### src/rtl/life_engine_if.sv
// Control/status bundle for life_engine: the host drives controls and the
// load pattern, the engine returns the grid, generation count and flags.
interface life_engine_if #(
  parameter int ROWS = 8,
  parameter int COLS = 8,
  parameter int CW   = 16
);
  logic                 clear;
  logic                 load;
  logic [ROWS*COLS-1:0] gin;
  logic                 start;
  logic                 step;
  logic [CW-1:0]        gen_limit;
  logic [ROWS*COLS-1:0] gout;
  logic [CW-1:0]        gen_count;
  logic                 busy;
  logic                 stable;
  logic                 extinct;
  logic                 done;

  modport master (
    output clear, load, gin, start, step, gen_limit,
    input  gout, gen_count, busy, stable, extinct, done
  );

  modport slave (
    input  clear, load, gin, start, step, gen_limit,
    output gout, gen_count, busy, stable, extinct, done
  );
endinterface

### src/rtl/life_engine.sv
// Cellular-automaton engine: ROWS x COLS grid advanced one generation per
// clock under a birth/survive rule, with IDLE/RUN/HALT sequencing.
module life_engine #(
  parameter int         ROWS    = 8,
  parameter int         COLS    = 8,
  parameter bit         WRAP    = 1'b0,
  parameter logic [8:0] BIRTH   = 9'b000001000,
  parameter logic [8:0] SURVIVE = 9'b000001100,
  parameter int         CW      = 16
) (
  input logic          clk,
  input logic          reset,
  life_engine_if.slave bus
);
  localparam int N = ROWS * COLS;
  // Rules widened so any 4-bit neighbour count indexes in range.
  localparam logic [15:0] BIRTH_LUT   = {7'd0, BIRTH};
  localparam logic [15:0] SURVIVE_LUT = {7'd0, SURVIVE};

  typedef enum logic [1:0] {IDLE, RUN, HALT} state_t;

  state_t        r_state, w_state_next;
  logic [N-1:0]  r_grid, w_next;
  logic [CW-1:0] r_gen_count, w_count_inc;
  logic          r_stable, r_extinct;
  logic          w_advance, w_stable_next, w_extinct_next;
  logic          w_limit_hit, w_limit_reached;

  genvar gi, gj, gk;
  generate
    for (gi = 0; gi < ROWS; gi++) begin : g_row
      for (gj = 0; gj < COLS; gj++) begin : g_col
        logic [7:0] w_win;
        logic [1:0] w_s0, w_s1, w_s2, w_s3;
        logic [2:0] w_t0, w_t1;
        logic [3:0] w_cnt;
        for (gk = 0; gk < 9; gk++) begin : g_nb
          if (gk != 4) begin : g_use
            localparam int DR     = gk / 3 - 1;
            localparam int DC     = gk % 3 - 1;
            localparam int RR     = (gi + DR + ROWS) % ROWS;
            localparam int CC     = (gj + DC + COLS) % COLS;
            localparam int BI     = (gk < 4) ? gk : gk - 1;
            localparam bit INSIDE = (gi + DR >= 0) && (gi + DR < ROWS) &&
                                    (gj + DC >= 0) && (gj + DC < COLS);
            if (WRAP || INSIDE) begin : g_live
              assign w_win[BI] = r_grid[RR*COLS+CC];
            end else begin : g_dead
              assign w_win[BI] = 1'b0;
            end
          end
        end
        assign w_s0  = {1'b0, w_win[0]} + {1'b0, w_win[1]};
        assign w_s1  = {1'b0, w_win[2]} + {1'b0, w_win[3]};
        assign w_s2  = {1'b0, w_win[4]} + {1'b0, w_win[5]};
        assign w_s3  = {1'b0, w_win[6]} + {1'b0, w_win[7]};
        assign w_t0  = {1'b0, w_s0} + {1'b0, w_s1};
        assign w_t1  = {1'b0, w_s2} + {1'b0, w_s3};
        assign w_cnt = {1'b0, w_t0} + {1'b0, w_t1};
        assign w_next[gi*COLS+gj] = r_grid[gi*COLS+gj] ? SURVIVE_LUT[w_cnt]
                                                       : BIRTH_LUT[w_cnt];
      end
    end
  endgenerate

  assign w_count_inc     = (&r_gen_count) ? r_gen_count : r_gen_count + CW'(1);
  assign w_stable_next   = (w_next == r_grid);
  assign w_extinct_next  = ~|w_next;
  assign w_limit_hit     = (bus.gen_limit != '0) && (w_count_inc == bus.gen_limit);
  assign w_limit_reached = (bus.gen_limit != '0) && (r_gen_count >= bus.gen_limit);

  always_comb begin
    w_state_next = r_state;
    w_advance    = 1'b0;
    if (bus.clear || bus.load) begin
      w_state_next = IDLE;
    end else begin
      case (r_state)
        IDLE: begin
          if (bus.start) begin
            w_state_next = RUN;
          end else if (bus.step && !w_limit_reached) begin
            w_advance = 1'b1;
          end
        end
        RUN: begin
          if (!bus.start) begin
            w_state_next = IDLE;
          end else begin
            w_advance = 1'b1;
            if (w_limit_hit || w_stable_next || w_extinct_next) begin
              w_state_next = HALT;
            end
          end
        end
        HALT:    w_state_next = HALT;
        default: w_state_next = IDLE;
      endcase
    end
  end

  always_ff @(posedge clk) begin
    if (!reset) begin
      r_state     <= IDLE;
      r_grid      <= '0;
      r_gen_count <= '0;
      r_stable    <= 1'b0;
      r_extinct   <= 1'b1;
    end else begin
      r_state <= w_state_next;
      if (bus.clear) begin
        r_grid      <= '0;
        r_gen_count <= '0;
        r_stable    <= 1'b0;
        r_extinct   <= 1'b1;
      end else if (bus.load) begin
        r_grid      <= bus.gin;
        r_gen_count <= '0;
        r_stable    <= 1'b0;
        r_extinct   <= ~|bus.gin;
      end else if (w_advance) begin
        r_grid      <= w_next;
        r_gen_count <= w_count_inc;
        r_stable    <= w_stable_next;
        r_extinct   <= w_extinct_next;
      end
    end
  end

  assign bus.gout      = r_grid;
  assign bus.gen_count = r_gen_count;
  assign bus.busy      = (r_state == RUN);
  assign bus.done      = (r_state == HALT);
  assign bus.stable    = r_stable;
  assign bus.extinct   = r_extinct;
endmodule
### src/flat_wrapper.sv
// flat-port wrapper written by rule: the top's interface ports become plain ports
module life_engine_flat 
#(
  parameter int         ROWS    = 8,
  parameter int         COLS    = 8,
  parameter bit         WRAP    = 1'b0,
  parameter logic [8:0] BIRTH   = 9'b000001000,
  parameter logic [8:0] SURVIVE = 9'b000001100,
  parameter int         CW      = 16
)
  (clk, reset, bus_clear, bus_load, bus_gin, bus_start, bus_step, bus_gen_limit, bus_gout, bus_gen_count, bus_busy, bus_stable, bus_extinct, bus_done);
  life_engine_if #(.ROWS(ROWS), .COLS(COLS), .CW(CW)) bus_i ();
  input logic clk;
  input logic reset;
  input wire logic [$bits(bus_i.clear)-1:0] bus_clear;
  input wire logic [$bits(bus_i.load)-1:0] bus_load;
  input wire logic [$bits(bus_i.gin)-1:0] bus_gin;
  input wire logic [$bits(bus_i.start)-1:0] bus_start;
  input wire logic [$bits(bus_i.step)-1:0] bus_step;
  input wire logic [$bits(bus_i.gen_limit)-1:0] bus_gen_limit;
  output wire logic [$bits(bus_i.gout)-1:0] bus_gout;
  output wire logic [$bits(bus_i.gen_count)-1:0] bus_gen_count;
  output wire logic [$bits(bus_i.busy)-1:0] bus_busy;
  output wire logic [$bits(bus_i.stable)-1:0] bus_stable;
  output wire logic [$bits(bus_i.extinct)-1:0] bus_extinct;
  output wire logic [$bits(bus_i.done)-1:0] bus_done;
  assign bus_i.clear = bus_clear;
  assign bus_i.load = bus_load;
  assign bus_i.gin = bus_gin;
  assign bus_i.start = bus_start;
  assign bus_i.step = bus_step;
  assign bus_i.gen_limit = bus_gen_limit;
  assign bus_gout = bus_i.gout;
  assign bus_gen_count = bus_i.gen_count;
  assign bus_busy = bus_i.busy;
  assign bus_stable = bus_i.stable;
  assign bus_extinct = bus_i.extinct;
  assign bus_done = bus_i.done;
  life_engine #(.ROWS(ROWS), .COLS(COLS), .WRAP(WRAP), .BIRTH(BIRTH), .SURVIVE(SURVIVE), .CW(CW)) u_core (.clk(clk), .reset(reset), .bus(bus_i));
endmodule
### config.mk
export PLATFORM = sky130hd
export DESIGN_NAME = life_engine_flat
export DESIGN_NICKNAME = d
export VERILOG_FILES = /design/src/rtl/life_engine_if.sv /design/src/rtl/life_engine.sv /design/src/flat_wrapper.sv
export SDC_FILE = /design/constraint.sdc
export NUM_CORES = 1
export LEC_CHECK = 0
export BUFFER_PORTS_ARGS = -buffer_cell sky130_fd_sc_hd__buf_2
export CORE_MARGIN = 5
export CORE_UTILIZATION = 50
export CTS_CLUSTER_DIAMETER = 100
export DETAILED_ROUTE_END_ITERATION = 6
export PLACE_DENSITY = 0.73
export SETUP_SLACK_MARGIN = 0.05
export SYNTH_ARGS = -nofsm -noshare
export SYNTH_HDL_FRONTEND = slang
export SYNTH_SLANG_ARGS = --single-unit
### constraint.sdc
create_clock -name clk -period 4.7 [get_ports clk]
set_input_delay 0.47 -clock clk [delete_from_list [all_inputs] [get_ports clk]]
set_output_delay 0.47 -clock clk [all_outputs]
set_load 0.005 [all_outputs]
-- Word-level counts from Yosys, hierarchy flattened
Memory sizes are Yosys's and may differ from the RTL's.
Index checks and enable logic that the tools add are counted.
- memories kept: 128
- memory bits (writable): 0
- bits of input ports: 86
- bits in latches: 0
- output and inout port bits: 84
- register bits after elaboration: 84
- logic and storage cells: 703
- bits in read-only memories: 2016
- multiply operators: 0
- equal/unequal tests: 6
- bitwise gates (word level): 1
- div/mod/pow operators: 0
- $add $sub $neg: 273
- magnitude comparators: 65
- shifts and indexed selects: 0
- muxes and demuxes: 206
- reductions and logical operators: 19
- memories (name ; depth ; width ; rd ports ; clocked after Yosys merged registers in ; wr ports ; RTL line ; source):
    (name not given) ; 16 ; 1 ; 1 ; 0 ; 0 ; life_engine.sv:61 ; : BIRTH_LUT[w_cnt];
    (name not given) ; 16 ; 1 ; 1 ; 0 ; 0 ; life_engine.sv:60 ; assign w_next[gi*COLS+gj] = r_grid[gi*COLS+gj] ? SURVIVE_LUT[w_cnt]
    (name not given) ; 16 ; 1 ; 1 ; 0 ; 0 ; life_engine.sv:61 ;
    (name not given) ; 16 ; 1 ; 1 ; 0 ; 0 ; life_engine.sv:60 ;
    (name not given) ; 16 ; 1 ; 1 ; 0 ; 0 ; life_engine.sv:61 ;
    (name not given) ; 16 ; 1 ; 1 ; 0 ; 0 ; life_engine.sv:61 ;
    122 more memories ; n/a ; n/a ; n/a ; n/a ; n/a ; n/a ;
- operator list (operator ; number):
    less-than comparator 4 x 5 -> 1 bit (second input constant) ; 62
    adder 2 x 2 -> 3 bit ; 84
    adder 1 x 1 -> 2 bit ; 112
    2-to-1 mux 1 bit ; 198
    adder 3 x 3 -> 4 bit ; 48
    2-to-1 mux 64 bit ; 2
    OR reduction 64 bit ; 2
    equality test 64 bit ; 1
    adder 1 x 3 -> 4 bit ; 7
    adder 3 x 1 -> 4 bit ; 7
    adder 1 x 2 -> 3 bit ; 7
    adder 2 x 1 -> 3 bit ; 7
    adder 16 x 1 -> 16 bit (second input constant) ; 1
    equality test 16 bit ; 1
    greater-or-equal comparator 16 bit ; 1
    2-to-1 mux 16 bit ; 1
    AND reduction 16 bit ; 1
    nonzero test 16 bit ; 1
    less-than comparator 3 x 5 -> 1 bit (second input constant) ; 2
    2-to-1 mux 2 bit ; 3
    case mux 2 bit (3 select lines) ; 1
    OR reduction 2 bit ; 2
    logical AND 1 bit ; 3
    logical NOT 1 bit ; 3
    other kinds (11) ; 13

-- Logic depth before layout (Yosys ltp)
- depth after elaboration: 12
- gate-level depth with buffers: 18

-- Worst setup path after synthesis
OpenSTA, ideal clock, no wires.
- kind: reg2reg
- start: register u_core.r_grid[19], in the netlist u_core.bus.gout[19]
- end: register u_core.r_state[1]
- required time: 4642 ps
- library setup time: 58 ps
- slack: 113 ps
- arrival: 4529 ps
- buffers on the path: 0
- cell stages (with the launch flop): 13
- clock period less this slack: 4587 ps
- path through: dfxtp_1 ha_1 fa_1 inv_1 fa_1 fa_1 or4_1 o21ai_0 mux2_2 or4b_2 nor4_1 o311a_1 o21a_1
- word-level cells in the longest chain between the ends: 11
- elaborated cells between the ends (all ways): 68
- classes of those cells: 20 x add/sub; 2 x eq/ne; 25 x mux; 5 x reduce/logical; 16 x memory
- ends and longest elaborated chain (what ; RTL line ; source):
    start: declaration ; life_engine.sv:23 ; logic [N-1:0] r_grid, w_next;
    start signal: assignment ; life_engine.sv:117 ; r_grid <= bus.gin;
    start signal: assignment ; life_engine.sv:122 ; r_grid <= w_next;
    adder 1 x 1 -> 2 bit (on tied branches) ; n/a ;
    adder 2 x 2 -> 3 bit (on tied branches) ; life_engine.sv:58, life_engine.sv:57 ;
    adder 3 x 3 -> 4 bit ; life_engine.sv:59 ; assign w_cnt = {1'b0, w_t0} + {1'b0, w_t1};
    memory (16 x 1 bit) (on tied branches) ; n/a ;
    2-to-1 mux 1 bit (on tied branches) ; life_engine.sv:61, life_engine.sv:60 ;
    2-to-1 mux 1 bit ; life_engine.sv:60 ;
    equality test 64 bit / OR reduction 64 bit (equally long branches) ; life_engine.sv:67, life_engine.sv:68 ;
    logical OR 1 bit / logical NOT 1 bit (equally long branches) ; life_engine.sv:91, life_engine.sv:68 ;
    logical OR 1 bit (*) ; life_engine.sv:91 ; if (w_limit_hit || w_stable_next || w_extinct_next) begin
    != test 3 x 2 -> 1 bit (no source line) (*) ; n/a ;
    AND reduction 2 bit (no source line) (*) ; n/a ;
    end signal: assignment ; life_engine.sv:110 ; r_state <= w_state_next;
    end: declaration ; life_engine.sv:22 ; state_t r_state, w_state_next;
Mark *: on every way between the ends. The rest lies on a longest branch, timed or not. The select of a mux whose other input is x is not followed.
A chain may end at the register's enable or synchronous reset.

-- Final worst setup path
Ends and elaborated chain as after synthesis.

==> flow_summary.json <==
{
  "slew_headroom": 0.111,
  "clk_pin_slew_ns": 0.07,
  "cp_num_buf_inv": 4,
  "multi_input_area_mm2": 0.0117,
  "ys_ff_latch": 84,
  "synth_nets": 2130,
  "antenna_found_initial": 2,
  "grt_setup_unrepaired": "yes",
  "die_area_mm2": 0.0321,
  "vias_per_cell": 6.25,
  "ctsHoldBuffers": 0,
  "gr-total-overflow": 0,
  "seq_area_frac_synth": 0.118,
  "synth_top_family_by_area": "adder cells",
  "crit_required_ns": 5.01,
  "vias": 14400,
  "max_freq_ghz": 0.220,
  "track_usage": 0.368,
  "synth_compound_area_frac": 0.159,
  "status": "finished clean",
  "critPathSlowestCell": "fa_1",
  "die_w_um": 179,
  "cts_root_buffer": "clkbuf_16",
  "cap_violations": 0,
  "yosys_warnings": 0,
  "setup_ws_ns": 0.162,
  "antennaDiodeCount": 0,
  "drtIter0Drc": 1516,
  "critical_path_class": "flip-flop to flip-flop",
  "io-pin-count": 170,
  "syn_area_mm2": 0.0143,
  "placed_cell_area_mm2": 0.0163,
  "htree_levels": 3,
  "cp_max_fo": 8,
  "coreArea_mm2": 0.0285,
  "clock_path_buffers": 2,
  "synthTopCellsByArea": "fa_1 24%, ha_1 17%, dfxtp_1 12%",
  "ant_nets": 0,
  "fin_worst_skew_ns": 0.00932,
  "pre_cts_slack_ns": -0.0292,
  "start_kind": "flip-flop",
  "hold_path.class": "primary input to flip-flop",
  "synth_flop_cell": "dfxtp_1",
  "crit_family": "adder cells",
  "firstDrtPassIters": 5,
  "hold_violations": 0,
  "avgSynthCellArea_um2": 8.49,
  "synth_fa_ha_area_frac": 0.402,
  "synth_top_area_share": 0.235,
  "cp-end-kind": "flip-flop",
  "synth_xor_area_frac": 0.0365,
  "grt_max_degree": 75,
  "synth_cell_types": 74,
  "std_cell_rows": 62,
  "synth.area.mux_share": 0.0211,
  "period_minus_slack_ns": 4.54,
  "crit_chain": "buf_6 -> ha_1 -> fa_1 -> inv_1 -> fa_2 -> fa_1 -> or4_1 -> o21ai_2 -> buf_4 -> mux2i_1 -> nand2_1 -> or4_1 -> nor4_2 -> buf_4 -> o311a_1 -> o21a_1",
  "finalSetupViolCount": 0,
  "fin_area_mm2": 0.0170,
  "drt-total-wl_mm": 59.2,
  "cp.arrival_ns": 4.85,
  "layout-drive-gt1-share": 0.222,
  "area_growth_pct": 18.6,
  "max_stage_delay_ns": 0.54,
  "syn_inst": 1685,
  "cts_buffers": 9,
  "grt_pass1_wl_mm": 87.3,
  "max-vdd-ir-drop_mv": 0.132,
  "routedWlPerCell_um": 25.6,
  "cellPowerDensity_mw_per_mm2": 186,
  "area.sequential_mm2": 0.00175,
  "synthArstFlopShare": 0,
  "dp_hpwl_mm": 49.3,
  "nets": 2367,
  "cts_tree": "done",
  "insertion_delay_ns": 0.37,
  "fillerInstances": 2635,
  "start_util": 0.503,
  "yosys.area_share.simple": 0.172,
  "io_buffers": 169,
  "drc_errors": 0,
  "fin_crit_sh": 0.966,
  "grt_pass1_vias": 14200,
  "synth_edf_count": 0,
  "gp_congestion": 1.10,
  "tightest_slew_ns": 1.32,
  "die_h_um": 179,
  "p_leak_uw": 0.00733,
  "synth_top_area_cell": "fa_1",
  "finalMaxSlewViolations": 0,
  "clkSinkCount": 84
}
final timing paths:
kind | startpoint | to | slack [ns] | cells past startpoint
hold reg to reg | u_core.bus.stable | u_core.bus.stable | 0.49 | 2
hold / removal | bus_gin[40] | u_core.bus.gout[40] | 0.33 | 3
setup / recovery | u_core.bus.gout[19] | u_core.r_state[1] | 0.16 | 16
setup reg to reg | u_core.bus.gout[19] | u_core.r_state[1] | 0.16 | 16
metal layers:
layer	vias to the layer above	routed length [µm]	share of wire	track usage
met3	210	6540	0.11	0.0761
met2	909	25900	0.44	0.565
li1	6319	-	-	-
met1	6993	22800	0.38	0.489
met5	-	14	0.00024	0
met4	2	3970	0.067	0.193
cell families after synthesis:
logic type | Yosys count
fa+ha+maj | 359
xor+xnor | 58
mux | 28
compound gates | 365
flops | 84
buf+inv | 345
simple gates | 446
report_power, final:
| group | internal [µW] | switching, µW | leakage (µW) |
|---|---|---|---|
| Sequential | 734 | 49.6 | 0.000701 |
| Clock | 376 | 369 | 0.000132 |
| Combinational | 654 | 968 | 0.00650 |
| Total | 1760 | 1390 | 0.00733 |
what timing repair did:
item | CTS | global route
endpoints found under the setup margin | 4 | 4
buffers inserted | 0 | 2
cloned | 0 | 0
resized for setup | 13 | 108
pin swaps | 1 | 22
synth_stat cells (all sizes together), types with 14 or more instances:
cell / number
inv: 295
ha: 191
fa: 168
a21oi: 112
o21ai: 98
nand2: 93
dfxtp: 84
nor2: 57
nand2b: 42
nor4: 42
xor2: 39
clkbuf: 36
nand3: 36
a31oi: 28
nand4: 28
nor2b: 26
nor3: 25
o2111ai: 21
or3: 19
xnor2: 18
mux2: 17
buf: 14
cells in the final DEF (no fill, tap or decap), drive strengths merged, types with 36 or more instances in the layout:
cell    Yosys  routed
nor4       42      42
nand2b     42      42
nor2       57      57
nand3      36      36
buf        14     276
dfxtp      84      84
nand2      93      93
xor2       39      39
a21oi     112     112
inv       295     295
o21ai      98      98
fa        168     168
ha        191     191
area by class of cell:
cell class,instances,area share
sequential,84,0.103
clock inverter,5,0.00221
multi-input combinational,1256,0.687
timing repair buffer,276,0.0996
clock buffer,11,0.0143
inverter,295,0.0653
tap,384,0.0283
state kept, by name, indices dropped and copies added (netlist names):
name,flops
u_core.bus.extinct,1
u_core.bus.stable,1
u_core.bus.gout,64
u_core.r_state,2
u_core.bus.gen_count,16
metrics by stage:
stage / hold WS [ns] / setup TNS, ns / power [µW] / instances / util
3_3_place_gp: 0.476 / -0.0225 / 2240 / 2293 / 0.571
4_1_cts: 0.324 / 0 / 3010 / 2309 / 0.583
3_5_place_dp: 0.486 / -0.0292 / 2270 / 2293 / 0.571
6_report: 0.329 / 0 / 3150 / 2311 / 0.596
2_1_floorplan: 0.448 / 0 / 1650 / 1685 / -
5_1_grt: 0.346 / 0 / 3290 / 2311 / 0.596
worst min-delay path, delay by kind of cell:
family | cells | cell delay (ns)
buf+inv | 1 | 0.09
compound gates | 1 | 0.06
simple gates | 1 | 0.04
Note: power is estimated with default switching activity, not from simulation.
